`config.mk`:
```
export PLATFORM = sky130hd
export DESIGN_NAME = norm_packer
export DESIGN_NICKNAME = d
export VERILOG_FILES = /design/src/rtl/norm_packer.sv
export SDC_FILE = /design/constraint.sdc
export NUM_CORES = 2
export LEC_CHECK = 0
export ABC_AREA = 1
export CAP_MARGIN = 40
export CORE_UTILIZATION = 60
export CTS_BUF_LIST = sky130_fd_sc_hd__clkbuf_8
export CTS_CLUSTER_DIAMETER = 200
export DETAILED_ROUTE_END_ITERATION = 7
export GPL_ROUTABILITY_DRIVEN = 1
export GPL_TIMING_DRIVEN = 0
export PLACE_DENSITY = 0.83
export SLEW_MARGIN = 20
export SYNTH_ARGS = -nofsm -noshare
export SYNTH_HDL_FRONTEND = slang
export SYNTH_SLANG_ARGS = --single-unit
```
`constraint.sdc`:
```
create_clock -name clk -period 4.2 [get_ports clk]
set_input_delay 0.84 -clock clk [delete_from_list [all_inputs] [get_ports clk]]
set_output_delay 0.84 -clock clk [all_outputs]
set_load 0.05 [all_outputs]
```
`src/rtl/norm_packer.sv`:
```
// Packs COL consecutive normalized words per core into one row and queues rows
// for a valid/ready consumer. Optional row parity: define NORM_PACKER_PARITY_EN.
module norm_packer #(
    parameter int BW_PSUM = 16,
    parameter int COL     = 8,
    parameter int W_OUT   = BW_PSUM,
    parameter int DEPTH   = 2
) (
    input  logic                        clk,
    input  logic                        reset,
    input  logic                        norm_valid,
    input  logic [W_OUT-1:0]            psum_norm_1,
    input  logic [W_OUT-1:0]            psum_norm_2,
    input  logic                        m_ready,
    output logic                        m_valid,
    output logic [COL-1:0][W_OUT-1:0]   row_1,
    output logic [COL-1:0][W_OUT-1:0]   row_2,
    output logic [$clog2(COL)-1:0]      fill_idx,
    output logic                        overflow
`ifdef NORM_PACKER_PARITY_EN
    ,
    output logic [1:0]                  row_parity
`endif
);

    localparam int FW = $clog2(COL);

    typedef logic [COL-1:0][W_OUT-1:0] row_t;
    typedef enum logic {ST_IDLE, ST_FILL} state_t;

    state_t          state_q, state_d;
    logic [FW-1:0]   fill_idx_q, fill_idx_d;
    row_t            shadow_1_q, shadow_1_d;
    row_t            shadow_2_q, shadow_2_d;
    row_t            push_row_1, push_row_2;
    row_t            mem_1_q [DEPTH];
    row_t            mem_1_d [DEPTH];
    row_t            mem_2_q [DEPTH];
    row_t            mem_2_d [DEPTH];
    logic [DEPTH-1:0] vld_q, vld_d;
    logic            overflow_q, overflow_d;
    logic            last_word, row_done, pop, full, push_ok, drop, placed;
`ifdef NORM_PACKER_PARITY_EN
    logic [1:0]      par_q [DEPTH];
    logic [1:0]      par_d [DEPTH];
    logic [1:0]      push_par;
`endif

    assign last_word = (fill_idx_q == FW'(COL - 1));
    assign row_done  = norm_valid && last_word;

    // Collector FSM and word index
    always_comb begin
        state_d    = state_q;
        fill_idx_d = fill_idx_q;
        case (state_q)
            ST_IDLE: if (norm_valid && (COL > 1)) state_d = ST_FILL;
            ST_FILL: if (row_done) state_d = ST_IDLE;
            default: state_d = ST_IDLE;
        endcase
        if (norm_valid) begin
            fill_idx_d = last_word ? '0 : fill_idx_q + 1'b1;
        end
    end

    // The final word bypasses the shadow so the row is pushed on the same edge.
    always_comb begin
        shadow_1_d = shadow_1_q;
        shadow_2_d = shadow_2_q;
        push_row_1 = shadow_1_q;
        push_row_2 = shadow_2_q;
        for (int k = 0; k < COL; k++) begin
            if (norm_valid && (fill_idx_q == FW'(k))) begin
                shadow_1_d[k] = psum_norm_1;
                shadow_2_d[k] = psum_norm_2;
            end
        end
        push_row_1[COL-1] = psum_norm_1;
        push_row_2[COL-1] = psum_norm_2;
    end

    // Shift-register FIFO: entry 0 is always the head, so outputs come straight from flops.
    always_comb begin
        pop        = vld_q[0] && m_ready;
        full       = vld_q[DEPTH-1];
        push_ok    = row_done && (!full || pop);
        drop       = row_done && full && !pop;
        overflow_d = overflow_q || drop;
        placed     = 1'b0;
        vld_d      = vld_q;
`ifdef NORM_PACKER_PARITY_EN
        push_par   = {^push_row_2, ^push_row_1};
`endif
        for (int i = 0; i < DEPTH; i++) begin
            mem_1_d[i] = mem_1_q[i];
            mem_2_d[i] = mem_2_q[i];
`ifdef NORM_PACKER_PARITY_EN
            par_d[i]   = par_q[i];
`endif
        end
        if (pop) begin
            for (int i = 0; i < DEPTH - 1; i++) begin
                mem_1_d[i] = mem_1_q[i+1];
                mem_2_d[i] = mem_2_q[i+1];
                vld_d[i]   = vld_q[i+1];
`ifdef NORM_PACKER_PARITY_EN
                par_d[i]   = par_q[i+1];
`endif
            end
            vld_d[DEPTH-1] = 1'b0;
        end
        for (int i = 0; i < DEPTH; i++) begin
            if (push_ok && !placed && !vld_d[i]) begin
                mem_1_d[i] = push_row_1;
                mem_2_d[i] = push_row_2;
                vld_d[i]   = 1'b1;
`ifdef NORM_PACKER_PARITY_EN
                par_d[i]   = push_par;
`endif
                placed     = 1'b1;
            end
        end
    end

    always_ff @(posedge clk) begin
        if (reset) begin
            state_q    <= ST_IDLE;
            fill_idx_q <= '0;
            shadow_1_q <= '0;
            shadow_2_q <= '0;
            vld_q      <= '0;
            overflow_q <= 1'b0;
            for (int i = 0; i < DEPTH; i++) begin
                mem_1_q[i] <= '0;
                mem_2_q[i] <= '0;
`ifdef NORM_PACKER_PARITY_EN
                par_q[i]   <= '0;
`endif
            end
        end else begin
            state_q    <= state_d;
            fill_idx_q <= fill_idx_d;
            shadow_1_q <= shadow_1_d;
            shadow_2_q <= shadow_2_d;
            vld_q      <= vld_d;
            overflow_q <= overflow_d;
            for (int i = 0; i < DEPTH; i++) begin
                mem_1_q[i] <= mem_1_d[i];
                mem_2_q[i] <= mem_2_d[i];
`ifdef NORM_PACKER_PARITY_EN
                par_q[i]   <= par_d[i];
`endif
            end
        end
    end

    assign m_valid  = vld_q[0];
    assign row_1    = mem_1_q[0];
    assign row_2    = mem_2_q[0];
    assign fill_idx = fill_idx_q;
    assign overflow = overflow_q;
`ifdef NORM_PACKER_PARITY_EN
    assign row_parity = par_q[0];
`endif

endmodule

```
==> run_results.csv <==
group,metric,value,unit
synthesis,syn_area_per_cell,7.23,sq um
synthesis,synth_cell_type_count,21,
setup_path,worstSetupPathType,"reg2out",
finish,multi_input_area,12700,sq um
synthesis,yosysWarnings,0,
status,status,"finished, violations left",
die,core,52700,sq um
sta,slew_headroom,36.7,%
placement,dp_hpwl,69400,um
global_routing,grt.overflow.total,0,
clock_network,htree_num_levels,3,
die,dieArea,54300,sq um
sta,tightest_slew,0.947,ns
clock_network,clk_latency,0.75,ns
die,start_util,60.8,%
setup_path,cp-end-kind,"output port",
detailed_routing,antenna_left,0,
clock_network,clockBufferDepth,3,
synthesis,synth_seq_cells,742,
sta,rsz0062_at_grt,"no",
sta,setup_viol,0,
detailed_routing,viasPerCell,5.72,
synthesis,synth-seq-area-share,46.4,%
setup_path,cp-start-kind,"flip-flop",
pwr,cellLeakagePower,16.3,nW
clock_network,hold_buffers,0,
finish,fin_util,72.7,%
clock_network,cts.sinks,742,
finish,layout_commonest_cell,"nand2_1",
finish,fill_cells,4308,
clock_network,cts_tree,"built",
die,rows,84,
clock_network,cts_resized,0,
setup_path,cp_cell_sequence,"buf_4 -> clkdlybuf4s50_1",
die,die_h,233,um
clock_network,cts_buffers,114,
pwr,p_per_area,368,nW/um^2
detailed_routing,drc,3,
setup_path,slowest_delay,0.79,ns
detailed_routing,post_drt_wl_per_cell,18.3,um
global_routing,grt_pass1_vias,28500,
pwr,max-vdd-ir-drop,0.000299,V
placement,post-place-ws,0.890,ns
finish,layout_common_cells,"775 x nand2_1, 742 x dfxtp_1, 515 x nor2_1",
sta,skew,0.0369,ns
detailed_routing,num_vias,32200,
clock_network,clkTransAtPathRegs,0.07,ns
sta,period_needed,3.00,ns
setup_path,cp_slowest_cell,"clkdlybuf4s50_1",
status,failed_checks,"design-rule violations",
global_routing,antenna_found_initial,5,
die,ioPinCount,297,
clock_network,post-cts-setup-buffers,0,
worst_hold_path,hold_path.class,"reg2reg",
synthesis,synth_area,32000,sq um
setup_path,cp_max_fo,2,
synthesis,synth_cells,4425,
sta,max_freq,334,MHz
detailed_routing,totalWireLength,103000,um
global_routing,grt_use_total,36.8,%
setup_path,worstPathArrival,2.16,ns
clock_network,cts_root_buf,"clkbuf_8",
finish,ff_latch_area,14900,sq um
finish,drive_gt1_share,10.6,%
detailed_routing,firstDrtPassIters,8,
die,die_x,233,um
placement,io_buffers,295,
setup_path,cp.required,3.36,ns
worst_hold_path,holdPathStages,2,
sta,fin_tns_setup,0,ns
detailed_routing,first_iter_violations,4037,
synthesis,synth.net_count,4467,
global_routing,grt_pass1_wl,156000,um
sta,slew_viol_final,0,
sta,hold_slack,0.459,ns
sta,post-route-period-util,71.4,%
setup_path,ff2ff_path_depth,9,
placement,place.gp.congestion,0.949,
finish,fin_nets,4882,
finish,area_growth,19.5,%
sta,setup_ws,1.20,ns
global_routing,grt_max_degree,16,
sta,hold_viol,0,
pwr,power,14.1,mW
job,max_cap_violations,0,
==> worst max-delay path, delay by kind of cell (launching register included) <==
| family | cells | cell delay, ns |
|---|---|---|
| buf+inv | 2 | 0.96 |
| flops | 1 | 0.48 |
==> logic make-up after synthesis <==
group,synth area share [%]
xor+xnor,0.0274
fa+ha+maj,0.235
buf+inv,13.9
flops,46.4
compound gates,15.1
simple gates,24.3
==> report_power, final <==
part	switching [mW]	internal, mW
sequential	0.0591	7.15
combinational	0.518	0.181
clock	2.87	3.30
total	3.45	10.6
==> cell type report <==
class | count | area share (%)
flip-flops and latches | 742 | 38.8
plain buffers | 633 | 9.04
diodes | 13 | 0.0850
clock buffers | 140 | 5.04
clock inverters | 64 | 1.09
well taps | 688 | 2.25
multi-input cells | 2785 | 33.2
inverters | 265 | 2.60
repair buffers | 299 | 7.87
==> per-layer routing <==
metal / track usage, % / part of all wire, % / vias to the layer above / wire length [um]
met5: 0 / 0.013 / - / 13
met4: 21.7 / 6.1 / 2 / 6260
met3: 7.86 / 12 / 411 / 12200
met2: 54.7 / 43 / 1897 / 43900
met1: 49.1 / 39 / 14700 / 40600
li1: - / - / 15200 / -
==> sequential cells by signal (all words and copies together), names as in the netlist <==
register	count
push_row_1	112
overflow	1
push_row_2	112
mem_1_q	256
vld_q	2
mem_2_q	256
fill_idx	3
==> synth_stat cells <==
cell,n,area (sq um)
nand2_1,775,2910
buf_1,18,67.6
nor2_2,1,6.26
dfxtp_1,742,14900
a21oi_1,483,2420
nand3_1,262,1310
nand4_1,256,1600
o21ai_0,454,2270
inv_1,262,983
inv_2,3,11.3
buf_4,258,1940
ha_1,6,75.1
nand2_2,2,12.5
a31oi_1,1,6.26
clkbuf_1,267,1000
o21ai_1,27,135
nand3_2,1,10.0
nor3_1,1,5.00
nor2_1,515,1930
buf_2,90,450
xnor2_1,1,8.76
==> worst paths after layout <==
check             slack [ns]         endpoint       startpoint
setup reg to reg        1.50    mem_1_q[0][7]      fill_idx[0]
setup / recovery        1.20       row_2[122]  mem_2_q[0][122]
hold reg to reg         0.46  mem_2_q[0][220]   push_row_2[92]
hold / removal          0.46  mem_2_q[0][220]   push_row_2[92]
==> per-stage QoR <==
step / instances / cell area [sq um]
after CTS: 5615 / 38200
after global placement: 5408 / 35800
after floorplan: 4425 / 32000
final: 5629 / 38300
after detailed placement: 5411 / 35900
after global routing: 5616 / 38200
No activity file was read; power rests on OpenSTA's default activity.
